### src/rtl/cordic_sequencer.sv
// Control sequencer for an iterative CORDIC rotator: accepts an angle, drives the load/step/direction strobes, tracks residual z.
// Optional quadrant fold of |angle| > pi/2 is enabled by defining CORDIC_QUADRANT_FOLD_EN.
module cordic_sequencer #(
  parameter int unsigned N_ITER = 16
) (
  input  logic        clock,
  input  logic        reset,
  input  logic        in_valid,
  output logic        in_ready,
  input  logic [17:0] in_angle,
  output logic [4:0]  lut_index,
  input  logic [17:0] lut_angle,
  output logic        dp_load,
  output logic        dp_step,
  output logic        dp_neg,
  output logic        dp_flip,
  output logic        out_valid,
  input  logic        out_ready,
  output logic [17:0] residual
);

  typedef enum logic [1:0] {IDLE, LOAD, ITER, DONE} state_t;

  localparam logic [4:0] LAST_INDEX = 5'(N_ITER - 1);

  state_t      state;
  logic [17:0] z;
  logic [17:0] z_in;
  logic        flip_in;

`ifdef CORDIC_QUADRANT_FOLD_EN
  localparam logic signed [17:0] HALF_PI     = 18'sh10000;
  localparam logic signed [17:0] NEG_HALF_PI = -18'sh10000;

  // Adding pi (0x20000) maps the outer half-plane onto the inner one; datapath negates x,y to compensate.
  always_comb begin
    flip_in = ($signed(in_angle) > HALF_PI) || ($signed(in_angle) < NEG_HALF_PI);
    z_in    = flip_in ? in_angle + 18'h20000 : in_angle;
  end
`else
  always_comb begin
    flip_in = 1'b0;
    z_in    = in_angle;
  end
`endif

  // Direction follows the sign of z; only meaningful while a step strobe is up.
  assign dp_neg   = dp_step & z[17];
  assign residual = z;

  always_ff @(posedge clock) begin
    if (reset) begin
      state     <= IDLE;
      z         <= '0;
      lut_index <= '0;
      dp_flip   <= 1'b0;
      dp_load   <= 1'b0;
      dp_step   <= 1'b0;
      out_valid <= 1'b0;
      in_ready  <= 1'b1;
    end else begin
      unique case (state)
        IDLE: begin
          if (in_valid) begin
            z        <= z_in;
            dp_flip  <= flip_in;
            in_ready <= 1'b0;
            dp_load  <= 1'b1;
            state    <= LOAD;
          end
        end
        LOAD: begin
          dp_load   <= 1'b0;
          dp_step   <= 1'b1;
          lut_index <= '0;
          state     <= ITER;
        end
        ITER: begin
          if (z[17]) z <= z + lut_angle;
          else       z <= z - lut_angle;
          if (lut_index == LAST_INDEX) begin
            lut_index <= '0;
            dp_step   <= 1'b0;
            out_valid <= 1'b1;
            state     <= DONE;
          end else begin
            lut_index <= lut_index + 5'd1;
          end
        end
        DONE: begin
          if (out_ready) begin
            out_valid <= 1'b0;
            in_ready  <= 1'b1;
            state     <= IDLE;
          end
        end
        default: state <= IDLE;
      endcase
    end
  end

endmodule

### config.mk
export PLATFORM = sky130hd
export DESIGN_NAME = cordic_sequencer
export DESIGN_NICKNAME = d
export VERILOG_FILES = /design/src/rtl/cordic_sequencer.sv
export SDC_FILE = /design/constraint.sdc
export NUM_CORES = 1
export LEC_CHECK = 0
export ABC_AREA = 1
export CAP_MARGIN = 20
export CORE_ASPECT_RATIO = 0.5
export CORE_MARGIN = 2
export CORE_UTILIZATION = 50
export CTS_CLUSTER_SIZE = 20
export DETAILED_ROUTE_END_ITERATION = 8
export HOLD_SLACK_MARGIN = 0.06
export PLACE_DENSITY = 0.85
export SLEW_MARGIN = 20
export SYNTH_ARGS = -nofsm -noshare
export SYNTH_HDL_FRONTEND = slang
export SYNTH_SLANG_ARGS = --single-unit
export TNS_END_PERCENT = 30
### constraint.sdc
create_clock -name clock -period 2.9 [get_ports clock]
set_clock_uncertainty 0.05 [all_clocks]
set_input_delay 0.58 -clock clock [delete_from_list [all_inputs] [get_ports clock]]
set_output_delay 0.58 -clock clock [all_outputs]
set_load 0.02 [all_outputs]
==> impl_metrics.json <==
{
  "status": "finished, final reports clean",
  "ys_ff_latch": 29,
  "synth_compound_area_share_pct": 18.37,
  "vdd_drop_max_mv": 0.5757,
  "cp_cell_sequence": "clkdlybuf4s15_1 > inv_2 > nand3_4 > nor4_4 > nand2_2 > o21ai_4 > xnor2_1 > ha_1 > a21oi_1 > o21ai_1 > a21oi_2 > nand2_1 > nand2_1 > nand3_1 > nand2_1 > a21oi_2",
  "via_count": 3247,
  "io_buffers": 67,
  "synth_area_leaders": "dfxtp_1 22%, nand2_1 13%, ha_1 11%",
  "drt_iter0_markers": 150,
  "cp_common_cell": "nand2_1",
  "synthArstFlopShare_pct": 0,
  "synth-simple-area-share_pct": 32.38,
  "synth_top_family_by_area": "simple AND/OR/NAND/NOR gates",
  "clk_path_buf_depth": 2,
  "crit_path_end_kind": "flip-flop",
  "startpoint_type": "input port",
  "synth_nets": 488,
  "preCtsSetupSlack_ns": -0.6002,
  "synth_most_common_cell": "nand2_1",
  "vias_per_cell": 5.349,
  "drive_gt1_share_pct": 24.02,
  "p_seq_share_pct": 16.4,
  "die-width_um": 107.2,
  "firstDrtPassIters": 5,
  "whs_endpoint": "lut_index[4]",
  "fp.dieH_um": 55.60,
  "synth_edf_count": 0,
  "cts.reportedPaths.clkPinSlew_ns": 0.08,
  "cpMaxStageDelayCell": "ha_1",
  "initial_utilization_pct": 53.01,
  "power_frac_comb_pct": 71.6,
  "cp.required_ns": 3.03,
  "grt_pass1_wl_um": 13210,
  "max_freq_ghz": 0.3615,
  "p_int_mw": 1.989,
  "grt.overflow.total": 0,
  "p_total_mw": 3.917,
  "hold_path.class": "flip-flop to flip-flop",
  "path_class": "input port to flip-flop",
  "r2r_slack_ns": 0.48,
  "slew_violations": 0,
  "reg2reg_from": "residual[17]",
  "synth_cells": 424,
  "synth_top_area_share_pct": 21.80,
  "dr_wl_met3_um": 512,
  "ioPinCount": 69,
  "drtAntennaViolNets": 0,
  "fin_nets": 600,
  "powerDensity_mw_per_mm2": 971.6,
  "period_needed_ns": 2.766,
  "p_leak_nw": 1.860,
  "rr_worst_depth": 14,
  "drt-met1-wl_um": 3589,
  "setup_ws_ns": 0.1341,
  "critPathMaxFanout": 5,
  "area_growth_pct": 51.41,
  "wl_per_cell_um": 13.76,
  "die_area_mm2": 0.005960,
  "diodes": 0,
  "slowest_delay_ns": 0.33,
  "switching_power_mw": 1.928,
  "gp_congestion": 0.9055,
  "critPathArrivalTime_ns": 2.90,
  "rsz0062_at_grt": "true",
  "dp_hpwl_um": 5706,
  "synthAdderAreaFrac_pct": 11.56,
  "min_from": "lut_index[4]",
  "top_layer_used": "met4",
  "syn_area_per_cell_um2": 6.280,
  "muxShareOfSynthArea_pct": 0,
  "maxCapViolCount": 0,
  "whs_path_depth": 2,
  "synth_common_cells": "94 x nand2_1, 58 x nor2_1, 51 x a21oi_1",
  "grtUsageTotal_pct": 27.43,
  "grt_pass1_vias": 2969,
  "yosysWarnings": 0,
  "p_clk_share_pct": 12.0,
  "clock_latency_ns": 0.30,
  "yosysTopAreaCell": "dfxtp_1",
  "finalHoldViolations": 0,
  "drt-total-wl_um": 8355,
  "switching_share_pct": 49.21,
  "netlist_area_mm2": 0.002663,
  "synth_cell_types": 36,
  "clock-sinks": 29,
  "num_rows": 18,
  "instances_no_fill": 607,
  "ctsHtreeMaxLevel": 2,
  "synthFlopType": "dfxtp_1",
  "grt_max_degree": 29,
  "synth_xor_area_share_pct": 6.908,
  "placeableCoreArea_mm2": 0.005022,
  "cts_tree": "yes",
  "cts_buffers": 5,
  "met2_wirelength_um": 4043,
  "period_share_pct": 95.38,
  "drc": 0,
  "rr_endpoint": "residual[12]",
  "cts-root-buf": "clkbuf_8",
  "dp_cells": 590,
  "seq_area_frac_synth_pct": 21.80,
  "setup_viol": 0,
  "antenna_found_initial": 0
}
[critical path: cells and delay by family]
kind	cells	cell delay, ns
compound gates	5	0.76
simple gates	7	0.75
fa+ha+maj	1	0.33
buf+inv	2	0.31
xor+xnor	1	0.15
[area by class of cell]
cell class / count / area, µm²
multi-input cells: 337 / 2038
well taps: 70 / 87.58
clock buffers: 6 / 82.58
repair buffers: 117 / 1032
clock inverters: 2 / 37.54
inverters: 46 / 172.7
fillers: 328 / 991.0
flip-flops and latches: 29 / 580.6
[power by group through the flow]
stage | logic [mW] | clock network (mW) | registers [mW]
2_1_floorplan | 1.47 | 0 | 0.754
3_3_place_gp | 2.41 | 0 | 0.644
3_5_place_dp | 2.46 | 0 | 0.645
4_1_cts | 2.55 | 0.469 | 0.637
5_1_grt | 3.09 | 0.483 | 0.656
6_report | 2.81 | 0.470 | 0.641
[layout by cell type (no fill, tap or decap), types with 2 or more instances in the layout]
| cell type | instances |
|---|---|
| or2_2 | 2 |
| inv_1 | 39 |
| xnor2_1 | 6 |
| clkbuf_8 | 6 |
| dfxtp_1 | 29 |
| inv_2 | 7 |
| o21ai_0 | 22 |
| a21oi_2 | 13 |
| ha_4 | 2 |
| o21ai_1 | 8 |
| xor2_1 | 14 |
| o21ai_2 | 2 |
| buf_4 | 50 |
| nand3_2 | 4 |
| a21oi_1 | 39 |
| dlymetal6s2s_1 | 3 |
| nand2_1 | 83 |
| nand3_1 | 19 |
| nor2_1 | 50 |
| clkbuf_2 | 4 |
| nor2_4 | 4 |
| nand2_2 | 16 |
| ha_1 | 21 |
| nand4_1 | 3 |
| o211ai_1 | 2 |
| nor2_2 | 9 |
| a31oi_1 | 3 |
| nor3_1 | 2 |
| clkdlybuf4s50_1 | 58 |
[what timing repair did]
action                                  in CTS  in global routing
setup buffers                                4                  5
gates resized for setup                     27                 49
hold buffers                                 0                  0
pin swaps                                   22                 29
endpoints found under the setup margin      10                 11
[sequential cells by signal, summed over array words and instances, names as in the netlist]
register / flops
in_ready: 1
residual: 18
state: 2
dp_load: 1
out_valid: 1
dp_step: 1
lut_index: 5
[metal layers]
layer / vias up / global-route usage, %
li1: 1620 / -
met1: 1469 / 34.52
met2: 126 / 46.47
met3: 32 / 5.972
met4: 0 / 9.647
met5: - / 0
[cell families after synthesis]
logic type | Yosys count
buffers and inverters | 58
adders and majority gates | 24
AOI/OAI and AO/OA | 93
DFF | 29
xor gates and xnor gates | 21
other | 1
and+or+nand+nor | 198
[worst max path at each step]
| stage | end | start | slack (ns) |
|---|---|---|---|
| CTS | residual[17] | lut_angle[6] | 0.006 |
| global route | residual[13] | lut_angle[0] | -0.08 |
| floorplan | residual[17] | lut_angle[1] | 0.20 |
| detailed placement | residual[17] | lut_angle[0] | -0.60 |
| finish | residual[14] | lut_angle[2] | 0.13 |
| global placement | residual[17] | lut_angle[0] | -0.50 |
[stage by stage]
stage / setup TNS (ns) / instance area [µm²] / util (%) / hold slack (ns)
finish: 0 / 4031 / 80.27 / 0.4314
global route: -0.2928 / 4031 / 80.27 / 0.4364
CTS: 0 / 3875 / 77.16 / 0.4283
detailed placement: -4.891 / 3666 / 72.99 / 0.4152
global placement: -4.399 / 3666 / 72.99 / 0.4046
floorplan: 0 / 2663 / - / 0.4337
(Power assumes the default switching activity.)
